`config.mk`:
```
export PLATFORM = sky130hd
export DESIGN_NAME = fan_speed_ctrl
export DESIGN_NICKNAME = d
export VERILOG_FILES = /design/src/rtl/fan_speed_ctrl.sv
export SDC_FILE = /design/constraint.sdc
export NUM_CORES = 1
export LEC_CHECK = 0
export ABC_AREA = 1
export BUFFER_PORTS_ARGS = -buffer_cell sky130_fd_sc_hd__buf_4
export CORE_MARGIN = 1.5
export CORE_UTILIZATION = 50
export DETAILED_ROUTE_END_ITERATION = 12
export GPL_TIMING_DRIVEN = 0
export PLACE_DENSITY_LB_ADDON = 0.12
export SLEW_MARGIN = 10
export SYNTH_ARGS = -nofsm -noshare
export SYNTH_HDL_FRONTEND = slang
export SYNTH_SLANG_ARGS = --single-unit
```
`constraint.sdc`:
```
create_clock -name clk -period 3.8 [get_ports clk]
set_input_delay 0.38 -clock clk [delete_from_list [all_inputs] [get_ports clk]]
set_output_delay 0.38 -clock clk [all_outputs]
set_load 0.01 [all_outputs]
```
`src/rtl/fan_speed_ctrl.sv`:
```
// Fan speed controller: button-driven OFF/LOW/MID/HIGH speed FSM with a
// prescaled 100-step PWM whose duty ramps toward the speed target once per period.
module fan_speed_ctrl #(
    parameter int unsigned PRESCALE  = 1000,
    parameter int unsigned RAMP_STEP = 5,
    parameter int unsigned TGT_LOW   = 30,
    parameter int unsigned TGT_MID   = 60,
    parameter int unsigned TGT_HIGH  = 90
) (
    input  logic       clk,
    input  logic       reset_p,
    input  logic       btn_speed,
    input  logic       motor_off,
    output logic       motor_sw,
    output logic       pwm_out,
    output logic [2:0] speed_led,
    output logic [6:0] duty
);

    localparam int unsigned PW = (PRESCALE > 1) ? $clog2(PRESCALE) : 1;
    localparam int unsigned DW = 7;
    localparam logic [PW-1:0] PRESC_MAX = PW'(PRESCALE - 1);
    localparam logic [DW-1:0] CNT_MAX   = DW'(99);
    localparam logic [DW-1:0] DUTY_MAX  = DW'(100);
    localparam logic [DW-1:0] STEP      = DW'((RAMP_STEP > 100) ? 100 : RAMP_STEP);
    localparam logic [DW-1:0] T_LOW     = DW'((TGT_LOW  > 100) ? 100 : TGT_LOW);
    localparam logic [DW-1:0] T_MID     = DW'((TGT_MID  > 100) ? 100 : TGT_MID);
    localparam logic [DW-1:0] T_HIGH    = DW'((TGT_HIGH > 100) ? 100 : TGT_HIGH);

    typedef enum logic [1:0] {S_OFF, S_LOW, S_MID, S_HIGH} state_t;

    state_t          state_q, state_d;
    logic            btn_q, armed_q, btn_pe_q;
    logic            motor_sw_q, motor_sw_d;
    logic [2:0]      led_q, led_d;
    logic [PW-1:0]   presc_q;
    logic [DW-1:0]   cnt_q, duty_q, duty_d, target_c, diff_c;
    logic            pwm_q, tick_c, period_end_c;

    // Button edge detect; armed_q stays low until the button is seen released
    // after reset, so a press held through reset never counts.
    always_ff @(posedge clk) begin
        if (reset_p) begin
            btn_q    <= 1'b0;
            armed_q  <= 1'b0;
            btn_pe_q <= 1'b0;
        end else begin
            btn_q    <= btn_speed;
            btn_pe_q <= btn_speed & ~btn_q & armed_q;
            if (!btn_speed) armed_q <= 1'b1;
        end
    end

    always_ff @(posedge clk) begin
        if (reset_p) begin
            state_q    <= S_OFF;
            motor_sw_q <= 1'b0;
            led_q      <= 3'b000;
        end else begin
            state_q    <= state_d;
            motor_sw_q <= motor_sw_d;
            led_q      <= led_d;
        end
    end

    // motor_off has priority over a coincident button edge
    always_comb begin
        state_d    = state_q;
        motor_sw_d = 1'b0;
        led_d      = 3'b000;
        if (motor_off) begin
            state_d = S_OFF;
        end else if (btn_pe_q) begin
            case (state_q)
                S_OFF:   state_d = S_LOW;
                S_LOW:   state_d = S_MID;
                S_MID:   state_d = S_HIGH;
                default: state_d = S_OFF;
            endcase
        end
        motor_sw_d = (state_d != S_OFF);
        case (state_d)
            S_LOW:   led_d = 3'b001;
            S_MID:   led_d = 3'b010;
            S_HIGH:  led_d = 3'b100;
            default: led_d = 3'b000;
        endcase
    end

    assign tick_c       = (presc_q == PRESC_MAX);
    assign period_end_c = tick_c && (cnt_q == CNT_MAX);

    always_comb begin
        case (state_q)
            S_LOW:   target_c = T_LOW;
            S_MID:   target_c = T_MID;
            S_HIGH:  target_c = T_HIGH;
            default: target_c = '0;
        endcase
    end

    // Duty moves at most STEP per period and never past the target
    always_comb begin
        duty_d = duty_q;
        diff_c = '0;
        if (period_end_c) begin
            if (target_c > duty_q) begin
                diff_c = target_c - duty_q;
                duty_d = duty_q + ((diff_c < STEP) ? diff_c : STEP);
            end else if (target_c < duty_q) begin
                diff_c = duty_q - target_c;
                duty_d = duty_q - ((diff_c < STEP) ? diff_c : STEP);
            end
            if (duty_d > DUTY_MAX) duty_d = DUTY_MAX;
        end
    end

    always_ff @(posedge clk) begin
        if (reset_p) begin
            presc_q <= '0;
            cnt_q   <= '0;
            duty_q  <= '0;
            pwm_q   <= 1'b0;
        end else begin
            presc_q <= tick_c ? '0 : presc_q + PW'(1);
            if (tick_c) cnt_q <= (cnt_q == CNT_MAX) ? '0 : cnt_q + DW'(1);
            duty_q  <= duty_d;
            pwm_q   <= (cnt_q < duty_q);
        end
    end

    assign motor_sw  = motor_sw_q;
    assign speed_led = led_q;
    assign duty      = duty_q;
    assign pwm_out   = pwm_q;

endmodule

```
; ---- Yosys cells after proc, flatten, opt, wreduce, memory -nomap -nowiden
; Index checks and enable logic that the tools add are counted.
; Widths: inputs -> output; s select.
[word_totals]
reg_bits = 34
latchBits = 0
mem_bits_rw = 0
rom_bits = 0
inputBits = 4
output_inout_bits = 12
wordCells = 49
memories = 0
[op_classes]
addsub = 6
multipliers = 0
div_mod_pow = 0
magnitude_cmp = 6
eq_ne = 8
n_shift = 0
n_mux = 12
bitwise_logic = 3
n_reduce_logical = 4
[ops]
columns = operator, n
row1 = $mux 7, 7
row2 = $pmux 7 s3, 1
row3 = $sub 7x7->7, 3
row4 = $lt 7x3->1 const B, 2
row5 = $lt 7x7->1, 2
row6 = $add 10x1->10 const B, 1
row7 = $eq 10x10->1 const B, 1
row8 = $pmux 3 s3, 1
row9 = $eq 2x2->1 const B, 4
row10 = $add 7x1->7 const B, 1
row11 = $add 7x7->7, 1
row12 = $eq 7x7->1 const B, 1
row13 = $gt 7x7->1, 1
row14 = $gt 7x7->1 const B, 1
row15 = $pmux 2 s3, 1
row16 = $eq 2x1->1 const B, 2
row17 = $mux 2, 2
row18 = $and 1x1->1, 2
row19 = $logic_not 2->1, 1
row20 = $reduce_bool 2->1, 1
row21 = $reduce_or 2->1, 1
row22 = $logic_and 1x1->1, 1
row23 = $not 1->1, 1

; ---- Logic depth before layout (Yosys ltp)
; Gate-level depths: netlist (run 1).
[logic_depth]
ltp_word = 11
ltp_mapped = 29
mapped_depth_nobuf = 29

; ---- Least setup slack after synthesis (run 1)
; Ideal clock, no wire load.
[synth_path]
path_type = flip-flop to flip-flop
from = register state_q[0]
to = register duty_q[1], in the netlist duty[1]
setup_ps = 112
arrival_time_ps = 3323
path_slack_ps = 365
path_stages_with_launch = 23
n_path_buf = 0
cell_sequence = dfxtp_1 inv_1 ha_1 inv_1 ha_1 a21oi_1 nand2_2 nand2_1 nand3_1 nor2_1 nand3_1 or2_2 ha_1 a21oi_1 nor2_1 o21ai_0 nand2_1 xor2_1 nand2_1 a21oi_2 nand2_2 nand2_1 nand2_1
[synth_between]
elab_chain_cells = 11
[synth_lines]
columns = item, line
row1 = from (decl), 32  ; state_t state_q, state_d;
row2 = from (signal assigned), 60  ; state_q <= state_d;
row3 = $eq 2x2->1 / $eq 2x1->1 (equally long branches), 94  ; case (state_q)
row4 = $pmux 7 s3 *, 94
row5 = $sub 7x7->7, 111  ; diff_c = duty_q - target_c;
row6 = $lt 7x3->1, 112  ; duty_d = duty_q - ((diff_c < STEP) ? diff_c : STEP);
row7 = $mux 7, 112
row8 = $sub 7x7->7, 112
row9 = $mux 7, 110  ; end else if (target_c < duty_q) begin
row10 = $mux 7 *, 107  ; if (target_c > duty_q) begin
row11 = $mux 7 *, 106  ; if (period_end_c) begin
row12 = $gt 7x7->1, 114  ; if (duty_d > DUTY_MAX) duty_d = DUTY_MAX;
row13 = $mux 7 *, 114
row14 = to (signal assigned), 127  ; duty_q <= duty_d;
row15 = to (decl), 37  ; logic [DW-1:0] cnt_q, duty_q, duty_d, target_c, diff_c;
; Mark *: on every way between the ends. The rest lies on a longest branch, timed or not. The select of a mux whose other input is x is not followed.
; A chain may end at the register's enable or synchronous reset.

; ---- Worst setup path in the final report (run 1)
[layout_path]
from = register state_q[0]
to = register duty_q[2], in the netlist duty[2]
; Same word-level chain as after synthesis.

==> key figures, run 1 <==
Run status
  – Status: finished clean

Worst setup path
  – Worst path bufs/invs: 3
  – CP cell instances: inv_2, ha_4, inv_1, fa_2, nand2_1, nand2_1, a21oi_2, nand3_2, nor2_4, nand2_4, nor2_1, fa_2, inv_1, a21oi_1, o21ai_1, or2_2, nand3_1, nand3_1, a21oi_1, nand3_1, nand2_2, a21oi_2
  – Worst r2r src: state_q[0]
  – Worst Path Required: 3.97 ns
  – Crit Path Max Fanout: 5
  – CP max stage cell: fa_2
  – R2r worst-path depth: 22
  – Critical path class: flip-flop to flip-flop
  – Most used cell, CP: nand3_1
  – Reg2Reg Capture Point: duty[2]
  – Crit-path leading delay family: simple AND/OR/NAND/NOR gates
  – CP Launch Type: flip-flop
  – Flop-to-flop setup slack: 0.30 ns
  – Worst EP arrival: 3.66 ns
  – Critical Path Max Stage Delay: 0.39 ns
  – Crit. End Element: flip-flop

Finish
  – Layout cell share with drive strength beyond 1: 18.48%
  – Final net count: 474
  – Final Util: 61.20%
  – Antenna diodes: 0
  – Area growth, synth to finish: 15.61%

Power and ir drop
  – P_sw: 0.2433 mW
  – Gate power share: 21.8%
  – Max VDD drop: 0.3285 mV
  – Sequential share of power: 40.9%
  – Leakage: 1.572 nW
  – Clock power share: 37.3%
  – Power per cell area: 276.5 nW/um^2
  – Sw frac: 27.45%
  – Final Total Pwr: 0.8864 mW
  – Internal power: 0.6431 mW

Drt
  – Vias: 2566
  – DR pass1 iterations: 4
  – Routed Antenna Nets: 0
  – Drt wl/cell: 11.74 um
  – Total Wirelength: 5904 um
  – Vias per inst: 5.101
  – Remaining DRCs: 0
  – Violation count after the first detailed-routing iteration: 124

Global route
  – Number of global-route vias before repair: 2415
  – First-pass GRT wire length: 10180 um
  – Largest net degree at the start of global routing: 11
  – Total GRT Usage: 20.79%
  – Antenna violations before repair: 0
  – Total gr overflow: 0

Floorplanning
  – Starting Density: 52.94%
  – Die W: 77.47 um
  – IO Pins: 16
  – Area of the die: 6001 sq um
  – Vert. Die Dim: 77.47 um
  – Num rows: 26
  – Core area: 5238 sq um

Clocking
  – Clock Tree Root: clkbuf_8
  – Clk buf depth: 2
  – Depth of the CTS H-tree: 2
  – Clk sinks: 34
  – Clock-pin slew on the worst setup and hold paths: 0.07 ns
  – Clk_lat worst skew: 0.28 ns
  – Number of CTS-inserted buffers: 5
  – CTS tree: built

Timing
  – PnR worst setup slack: 0.3005 ns
  – Setup violators final: 0
  – Final min period: 3.500 ns
  – Tcrit/Tclk final: 92.09%
  – Slew Limit Fails: 0
  – Fin. Hold Viols: 0
  – Final clock skew: 0.009352 ns
  – Fin Hold WS: 0.2840 ns
  – Unrepaired setup endpoints after global routing: false
  – Highest clock rate: 0.2858 GHz

Synthesis
  – Largest cells by area after synthesis: dfxtp_1 (25%), ha_1 (15%), nand2_1 (13%)
  – Yosys reg bits: 34
  – Cell area after synthesis: 2773 sq um
  – Ys async rst share: 0%
  – Mapped Cells: 405
  – Post-synth top area cell: dfxtp_1
  – Top cell type's share of synthesized area: 24.55%
  – Yosys cell types: 38
  – Number of flops mapped to enable cells by yosys: 0
  – Mean area per synthesized cell: 6.846 sq um
  – Main flop type after synthesis: dfxtp_1
  – Seq/Total Area, Yosys: 24.55%
  – Syn. warnings: 0

Place
  – Global placement routability congestion: 0.8814
  – Dpl ws: -0.1949 ns
  – DP HPWL: 4630 um
  – # port buffers: 14

Worst hold path
  – WHS Endpoint: armed_q
  – Min-delay worst type: primary input to flip-flop
  – Hold depth: 2
  – Hold wc startpoint: btn_speed

Flow run
  – Max-cap violations: 0
-- layout by cell type (no fill, tap or decap), drive strengths merged, types with 4 or more instances in the layout --
cell type / instances
fa: 4
o21ai: 16
a21oi: 24
clkbuf: 8
nor3: 14
nor4: 6
xnor2: 6
nor2: 37
conb: 6
buf: 18
dfxtp: 34
nand4: 7
nand2: 104
inv: 68
nand3: 31
ha: 33
-- what timing repair did --
| action | in CTS | in global routing |
|---|---|---|
| setup buffers | 0 | 3 |
| hold buffers | 0 | 0 |
| pin swaps | 0 | 4 |
| gates resized for setup | 4 | 22 |
| setup endpoints to repair | 6 | 7 |
-- cells in the mapped netlist (3+ instances only) --
library cell,instances
nand2_2,8
ha_1,33
nand3_2,3
xnor2_1,6
nor4_1,5
inv_2,6
nor3_1,14
a211oi_1,3
or2_2,3
nand2_1,93
nor2_1,34
dfxtp_1,34
inv_1,60
nand3_1,28
fa_1,4
a21oi_1,20
nand2_4,3
o21ai_0,14
a21oi_2,4
nand4_1,6
-- per-stage QoR --
| stage | TNS (ns) | instances | cell area [sq um] |
|---|---|---|---|
| final | 0 | 503 | 3206 |
| after global routing | 0 | 503 | 3206 |
| after CTS | 0 | 500 | 3112 |
| after detailed placement | -0.9293 | 493 | 2980 |
| after global placement | -0.6235 | 493 | 2980 |
| after floorplan | 0 | 409 | 2788 |
-- registers in the layout (all words and copies together) (netlist names) --
register	count
motor_sw	1
btn_pe_q	1
presc_q	10
pwm_out	1
speed_led	3
armed_q	1
btn_q	1
duty	7
cnt_q	7
state_q	2
-- cell type report --
type                    instances  area [sq um]
inverters                      68         260.3
fillers                       515          2032
clock inverters                 1         30.03
well taps                      70         87.58
clock buffers                   6         82.58
repair buffers                 17         127.6
plain buffers                   3         12.51
multi-input cells             304          1909
flip-flops and latches         34         695.7
-- power groups by stage --
stage	Clock, mW	Combinational, mW	Sequential (mW)
2_1_floorplan	0	0.146	0.372
3_3_place_gp	0	0.177	0.372
3_5_place_dp	0	0.179	0.373
4_1_cts	0.339	0.182	0.365
5_1_grt	0.357	0.218	0.363
6_report	0.331	0.193	0.363
-- logic make-up after synthesis --
family          Yosys count  share of synthesized area [%]
compound gates           49                          10.20
buf+inv                  71                          9.837
other cells               2                         0.2709
simple gates            204                          34.84
flops                    34                          24.55
fa+ha+maj                37                          17.78
xor+xnor                  8                          2.527
-- worst reg2reg max path, cell delays in order, from the launching register on --
cell,delay (ns)
dfxtp_4,0.38
inv_2,0.08
ha_4,0.29
inv_1,0.09
fa_2,0.39
nand2_1,0.08
nand2_1,0.06
a21oi_2,0.11
nand3_2,0.11
nor2_4,0.11
nand2_4,0.08
nor2_1,0.20
fa_2,0.25
inv_1,0.04
a21oi_1,0.13
o21ai_1,0.10
or2_2,0.28
nand3_1,0.13
nand3_1,0.09
a21oi_1,0.12
nand3_1,0.09
nand2_2,0.12
a21oi_2,0.06
-- metal layers --
| metal | share of wire, % | global-route usage (%) | vias up |
|---|---|---|---|
| met5 | 0 | 0 | - |
| met4 | 1.6 | 8.364 | 0 |
| met2 | 47 | 36.67 | 49 |
| met1 | 48 | 25.31 | 1147 |
| li1 | - | - | 1362 |
| met3 | 3.2 | 2.824 | 8 |
-- worst max path at each step --
stage	slack, ns	depth (start not counted)	from	endpoint
2_1_floorplan	0.36	22	state_q[0]	duty[1]
3_3_place_gp	-0.15	22	state_q[0]	duty[0]
3_5_place_dp	-0.19	22	state_q[0]	duty[4]
4_1_cts	0.03	22	state_q[0]	duty[4]
5_1_grt	0.02	23	duty[5]	duty[1]
6_report	0.30	22	state_q[0]	duty[2]
(Power assumes the default switching activity.)
==> run 2, diff against run 1 <==
Settings changed: SKIP_LAST_GASP set to 1.
Clock period 3.8 ns to 4.5 ns, I/O delays scaled along.
==> run 2 against run 1 <==
Compared with the run above:
- cell area decreased by 3.5%
- setup slack improved by 0.20 ns
- largest power group unchanged
- register-to-register slack improved by 0.20 ns
- flip-flop and latch count did not move
- first-iteration DRC count down 31%
- routed wire length is 2.9% lower
- clock skew is essentially flat
- sequential share of layout area up 0.30 points
==> key figures, run 2 (synthesized netlist as in run 1, its figures left out) <==
Worst setup path
  – Crit Path Max Fanout: 6 (+1)
  – Worst Path Required: 4.68 ns (+0.71 ns)
  – Crit. End Element: flip-flop
  – Worst EP arrival: 4.18 ns (+0.52 ns)
  – Critical path class: flip-flop to flip-flop
  – CP Launch Type: flip-flop

Clocking
  – Clk sinks: 34 (unchanged)
  – CTS tree: built
  – Clock Tree Root: clkbuf_8
  – Clk buf depth: 2 (unchanged)
  – Post-cts sizing count: 0 (-4)
  – Depth of the CTS H-tree: 2 (unchanged)
  – Post-CTS Hold Fix Bufs: 0 (unchanged)
  – Post-CTS Setup Bufs: 0 (unchanged)
  – Clock-pin slew on the worst setup and hold paths: 0.07 ns (about the same)
  – Clk_lat worst skew: 0.28 ns (about the same)
  – Number of CTS-inserted buffers: 5 (unchanged)

Drt
  – Total Wirelength: 5731 um (-2.9%)
  – Routed Antenna Nets: 0 (unchanged)
  – Remaining DRCs: 0 (unchanged)
  – Drt wl/cell: 11.46 um (-2.3%)
  – Vias: 2515 (-2.0%)
  – DR pass1 iterations: 5 (+1)
  – Violation count after the first detailed-routing iteration: 85 (-31%)
  – Vias per inst: 5.030 (-1.4%)

Timing
  – Fin Hold WS: 0.3553 ns (+0.07134 ns)
  – Fin. Hold Viols: 0 (unchanged)
  – Final min period: 4.002 ns (+0.5026 ns)
  – Slew Limit Fails: 0 (unchanged)
  – Final clock skew: 0.009525 ns (+0.0001729 ns)
  – Unrepaired setup endpoints after global routing: false
  – Setup violators final: 0 (unchanged)
  – Highest clock rate: 0.2499 GHz (-13%)
  – Setup TNS Final: 0 ns (unchanged)
  – Tcrit/Tclk final: 88.94% (-3.2 points)

Place
  – Global placement routability congestion: 0.8814 (unchanged)
  – # port buffers: 14 (unchanged)
  – DP HPWL: 4630 um (unchanged)
  – Placed Cells: 493 (unchanged)

Global route
  – Antenna violations before repair: 0 (unchanged)
  – Total gr overflow: 0 (unchanged)
  – Largest net degree at the start of global routing: 11 (unchanged)
  – Number of global-route vias before repair: 2397 (-0.75%)
  – First-pass GRT wire length: 10050 um (-1.2%)
  – Total GRT Usage: 20.51% (-0.27 points)

Power and ir drop
  – Sw frac: 27.04% (-0.40 points)
  – Power per cell area: 238.8 nW/um^2 (-14%)
  – Sequential share of power: 41.7% (+0.8 points)
  – Leakage: 1.549 nW (-1.5%)
  – Clock power share: 37.8% (+0.5 points)
  – Gate power share: 20.5% (-1.3 points)
  – Max VDD drop: 0.2780 mV (-15%)
  – Internal power: 0.5388 mW (-16%)
  – P_sw: 0.1997 mW (-18%)

Finish
  – Fin cells: 500 (-0.60%)
  – Fill count: 530 (+2.9%)
  – Final net count: 471 (-0.63%)
  – Layout cell share with drive strength beyond 1: 13.26% (-5.2 points)
  – Commonest non-fill, non-tap cells in the layout: nand2_1 (93), inv_1 (60), nor2_1 (34), dfxtp_1 (34), ha_1 (33)
  – Top reg by flops: presc_q
  – Antenna diodes: 0 (unchanged)
  – Max reg flops: 10 (unchanged)
  – Area growth, synth to finish: 11.55%
  – Leading cell type in the layout, fill and taps excluded: nand2_1
  – Final Util: 59.05% (-2.2 points)

Floorplanning
  – Num rows: 26 (unchanged)
  – Area of the die: 6001 sq um (unchanged)
  – Core area: 5238 sq um (unchanged)
  – IO Pins: 16 (unchanged)
  – Die W: 77.47 um (unchanged)
  – Vert. Die Dim: 77.47 um (unchanged)
  – Starting Density: 52.94% (unchanged)

Flow run
  – Max-cap violations: 0 (unchanged)

Worst hold path
  – Min-delay worst type: primary input to flip-flop

Run status
  – Status: finished clean
[run 2: cell count changes in the layout (fill, tap and decap cells not counted), moves of 3 or more]
cell | previous run | this run
dfxtp_1 | 28 | 34
dfxtp_4 | 3 | 0
buf_4 | 17 | 14
ha_1 | 28 | 33
dfxtp_2 | 3 | 0
ha_4 | 3 | 0
[run 2: layout make-up]
class | count | area (sq um) | area share, %
well taps | 70 | 87.58 | 2.832
repair buffers | 14 | 105.1 | 3.398
clock inverters | 1 | 30.03 | 0.9709
inverters | 68 | 260.3 | 8.414
clock buffers | 6 | 82.58 | 2.670
flip-flops and latches | 34 | 680.7 | 22.01
multi-input cells | 304 | 1834 | 59.30
plain buffers | 3 | 12.51 | 0.4045
[run 2: stage by stage]
stage / power (mW) / instance area (sq um) / worst slack (ns)
after global routing: 0.7820 / 3093 / 0.07641
after floorplan: 0.4375 / 2788 / 1.065
after CTS: 0.7465 / 3093 / 0.4867
after detailed placement: 0.4661 / 2980 / 0.5051
final: 0.7385 / 3093 / 0.4979
after global placement: 0.4638 / 2980 / 0.5504
[run 2: per-layer routing]
layer	wire, um	GRT usage (%)	vias up
met5	0	0	-
met4	136	8.364	0
met1	2819	25.23	1121
met2	2656	36.05	31
met3	119	2.471	10
li1	-	-	1353
[run 2: path summary, 6_finish.rpt]
check	startpoint	end	slack, ns	cells past startpoint
worst max-delay path	state_q[0]	duty[4]	0.50	22
worst min-delay path	btn_speed	armed_q	0.36	2
worst max register to register	state_q[0]	duty[4]	0.50	22
worst min register to register	btn_q	btn_pe_q	0.38	1
[run 2: power groups by stage]
stage          Combinational (mW)  Clock [mW]  Sequential (mW)
2_1_floorplan               0.123           0            0.314
3_3_place_gp                0.149           0            0.315
3_5_place_dp                0.151           0            0.315
4_1_cts                     0.153       0.286            0.308
5_1_grt                     0.172       0.301            0.308
6_report                    0.152       0.279            0.308
[run 2: worst max-delay path, stage by stage (launching register included)]
cell     delay (ns)
dfxtp_1        0.46
inv_1          0.16
ha_1           0.40
inv_1          0.10
ha_1           0.32
a21oi_1        0.20
nand2_2        0.10
nand2_1        0.07
nand3_1        0.06
nor2_1         0.10
nand3_1        0.15
or2_2          0.31
ha_1           0.32
a21oi_1        0.24
nor2_1         0.06
o21ai_0        0.16
nand2_1        0.08
xor2_1         0.13
nand2_1        0.10
a21oi_2        0.15
nand2_2        0.09
nand2_1        0.06
nand2_1        0.04
==> run 3, diff against run 2 <==
Settings changed: ABC_AREA 1 to not set.
==> run 3 against run 2 <==
Compared with the run above:
- register-to-register slack got worse by 0.25 ns
- setup slack lost 0.25 ns
- largest cell class unchanged
- synthesized area rose by 1.8%
- global-route usage is 1.1 points higher
- combinational power down 23%
- critical endpoint is now duty[2]
- flip-flop and latch count unchanged
- routed wire length increased by 9.9%
- utilization decreased by 0.069 points
- clock power decreased by 23%
- first-iteration DRC count rose by 60%
- clock skew fell by 0.0034 ns
==> key figures, run 3 <==
Run status
  – Status: finished clean

Timing
  – Tcrit/Tclk final: 94.57% (+5.6 points)
  – Pin slew with the least headroom to its limit: 0.9200 ns
  – Fin. Hold Viols: 0 (unchanged)
  – Slew Limit Fails: 0 (unchanged)
  – Highest clock rate: 0.2350 GHz (-6.0%)
  – Max_slew headroom: 38.10%
  – Final clock skew: 0.006090 ns (-0.003434 ns)
  – Unrepaired setup endpoints after global routing: false
  – Setup violators final: 0 (unchanged)
  – Final min period: 4.256 ns (+0.2538 ns)
  – PnR worst setup slack: 0.2441 ns (-0.2538 ns)

Place
  – DP HPWL: 4873 um (+5.2%)
  – Placed Cells: 433 (-12%)
  – Dpl ws: -0.1193 ns (-0.6244 ns)
  – # port buffers: 15 (+1)
  – Global placement routability congestion: 0.8358 (-5.2%)

Global route
  – Total GRT Usage: 21.60% (+1.1 points)
  – Number of global-route vias before repair: 2280 (-4.9%)
  – Largest net degree at the start of global routing: 11 (unchanged)
  – Antenna violations before repair: 0 (unchanged)
  – First-pass GRT wire length: 10590 um (+5.4%)
  – Total gr overflow: 0 (unchanged)

Floorplanning
  – Area of the die: 6105 sq um (+1.7%)
  – Starting Density: 51.58% (-1.4 points)
  – Num rows: 27 (+3.8%)
  – Vert. Die Dim: 78.14 um (+0.86%)
  – Core area: 5473 sq um (+4.5%)
  – Die W: 78.14 um (+0.86%)
  – IO Pins: 16 (unchanged)

Power and ir drop
  – Sequential share of power: 48.2% (+6.5 points)
  – Leakage: 1.347 nW (-13%)
  – Power per cell area: 197.9 nW/um^2 (-17%)
  – Gate power share: 18.4% (-2.1 points)
  – Max VDD drop: 0.2027 mV (-27%)
  – Internal power: 0.4720 mW (-12%)
  – P_sw: 0.1667 mW (-17%)
  – Sw frac: 26.09% (-0.95 points)
  – Clock power share: 33.4% (-4.4 points)

Clocking
  – Post-CTS Setup Bufs: 0 (unchanged)
  – Depth of the CTS H-tree: 2 (unchanged)
  – Number of CTS-inserted buffers: 5 (unchanged)
  – Post-CTS Hold Fix Bufs: 0 (unchanged)
  – Clk sinks: 34 (unchanged)
  – Clk buf depth: 2 (unchanged)
  – Clk_lat worst skew: 0.28 ns (about the same)
  – Clock Tree Root: clkbuf_8
  – Clock-pin slew on the worst setup and hold paths: 0.06 ns (about the same)
  – CTS tree: built

Flow run
  – Max-cap violations: 0 (unchanged)

Finish
  – Register Area: 689.4 sq um (+1.3%)
  – Top reg by flops: presc_q
  – Leading cell type in the layout, fill and taps excluded: ha_1
  – Antenna diodes: 0 (unchanged)
  – Area growth, synth to finish: 14.36%
  – Fin cells: 439 (-12%)
  – Fill count: 504 (-4.9%)
  – Final net count: 409 (-13%)
  – Layout cell share with drive strength beyond 1: 14.99% (+1.7 points)
  – Max reg flops: 10 (unchanged)
  – Commonest non-fill, non-tap cells in the layout: ha_1 (31), nor2_1 (29), dfxtp_1 (29)
  – Area of the multi-input gates: 2085 sq um (+14%)

Drt
  – Vias per inst: 5.590 (+11%)
  – DR pass1 iterations: 4 (-1)
  – Met2 routed WL: 3012 um (+13%)
  – Metal-1 WL: 3089 um (+9.6%)
  – Drt wl/cell: 14.35 um (+25%)
  – Vias: 2454 (-2.4%)
  – Metal3 WL: 119 um (unchanged)
  – Remaining DRCs: 0 (unchanged)
  – Routed Antenna Nets: 0 (unchanged)
  – Violation count after the first detailed-routing iteration: 136 (+60%)
  – Total Wirelength: 6299 um (+9.9%)
  – DR top layer: met4

Synthesis
  – Mapped Cells: 342 (-16%)
  – Largest cells by area after synthesis: dfxtp_1 (24%), ha_1 (15%), nor2_1 (3.9%)
  – Cell area after synthesis: 2823 sq um (+1.8%)
  – Seq/Total Area, Yosys: 24.11% (-0.44 points)
  – Synth top cells by count: dfxtp_1 (34), ha_1 (33), nor2_1 (29), inv_1 (28), nand2_1 (25)
  – Syn. warnings: 0 (unchanged)
  – Top cell type's share of synthesized area: 24.11% (-0.44 points)
  – Yosys reg bits: 34 (unchanged)
  – Number of flops mapped to enable cells by yosys: 0 (unchanged)
  – Ys async rst share: 0% (unchanged)
  – Main flop type after synthesis: dfxtp_1
  – Most common cell in the synthesized netlist: dfxtp_1
  – Mean area per synthesized cell: 8.254 sq um (+21%)
  – Yosys cell types: 62 (+63%)
  – Post-synth top area cell: dfxtp_1

Worst setup path
  – Worst Path Required: 4.68 ns (about the same)
  – Crit. End Element: flip-flop
  – Worst EP arrival: 4.44 ns (+0.26 ns)
  – Crit-path leading delay family: compound AO/OA/AOI/OAI gates
  – Crit Path Max Fanout: 5 (-1)
  – CP cell instances: inv_2, ha_4, inv_1, ha_1, nand2_1, a2111oi_2, o21bai_1, nand2_1, o2111ai_1, or3_1, ha_4, a21o_1, a21oi_1, or3b_1, a21oi_2, o32ai_4, a211o_1, a311oi_2
  – Critical Path Max Stage Delay: 0.41 ns (-0.05 ns)
  – Critical path class: flip-flop to flip-flop
  – CP Launch Type: flip-flop
  – CP max stage cell: or3_1
  – Worst path bufs/invs: 2 (unchanged)

Worst hold path
  – Min-delay worst type: primary input to flip-flop
run 3: cell type report:
| cell class | instances | share of cell area (%) |
|---|---|---|
| Multi-Input combinational cell | 273 | 64.57 |
| Timing Repair Buffer | 15 | 3.488 |
| Buffer | 11 | 1.977 |
| Tap cell | 72 | 2.791 |
| Inverter | 28 | 3.256 |
| Sequential cell | 34 | 21.36 |
| Clock buffer | 6 | 2.558 |
run 3: kinds of logic (layout without fill, tap and decap cells):
family | Yosys count | count (layout) | synth area share, %
simple gates | 122 | 122 | 22.96
compound gates | 83 | 83 | 21.01
buf+inv | 39 | 60 | 5.984
fa+ha+maj | 37 | 37 | 17.46
flops | 34 | 34 | 24.11
xor+xnor | 22 | 22 | 7.092
mux | 3 | 3 | 1.108
other cells | 2 | 6 | 0.2661
run 3: layer usage:
layer / up-vias / track usage, %
met5: - / 0
met4: 0 / 5.714
met3: 9 / 2.907
met2: 27 / 37.13
li1: 1274 / -
met1: 1144 / 28.37
run 3: repair_timing:
| action | in CTS | in global routing |
|---|---|---|
| hold endpoints to repair | 0 | 0 |
| gates resized for setup | 4 | 19 |
| pin swaps | 0 | 2 |
| setup endpoints to repair | 6 | 6 |
run 3: path summary, 6_finish.rpt:
path	start	endpoint	slack, ns	cells after the start
max	state_q[0]	duty[2]	0.24	18
min reg2reg	btn_q	btn_pe_q	0.38	1
min	btn_speed	armed_q	0.36	2
max reg2reg	state_q[0]	duty[2]	0.24	18
run 3: stage by stage:
step	area [sq um]	total power [mW]	hold WS (ns)	util (%)	TNS, ns
finish	3228	0.6387	0.3626	58.98	0
global route	3228	0.6746	0.3587	58.98	0
floorplan	2838	0.3981	0.3721	-	0
detailed placement	3040	0.4207	0.3826	55.56	-0.3573
CTS	3133	0.6397	0.3505	57.25	0
global placement	3040	0.4192	0.3810	55.56	-0.3435
run 3: power by group through the flow:
stage / logic (mW) / registers [mW] / clock network (mW)
after floorplan: 0.0836 / 0.314 / 0
after global placement: 0.104 / 0.315 / 0
after detailed placement: 0.106 / 0.315 / 0
after CTS: 0.107 / 0.308 / 0.224
after global routing: 0.130 / 0.308 / 0.236
final: 0.117 / 0.308 / 0.214
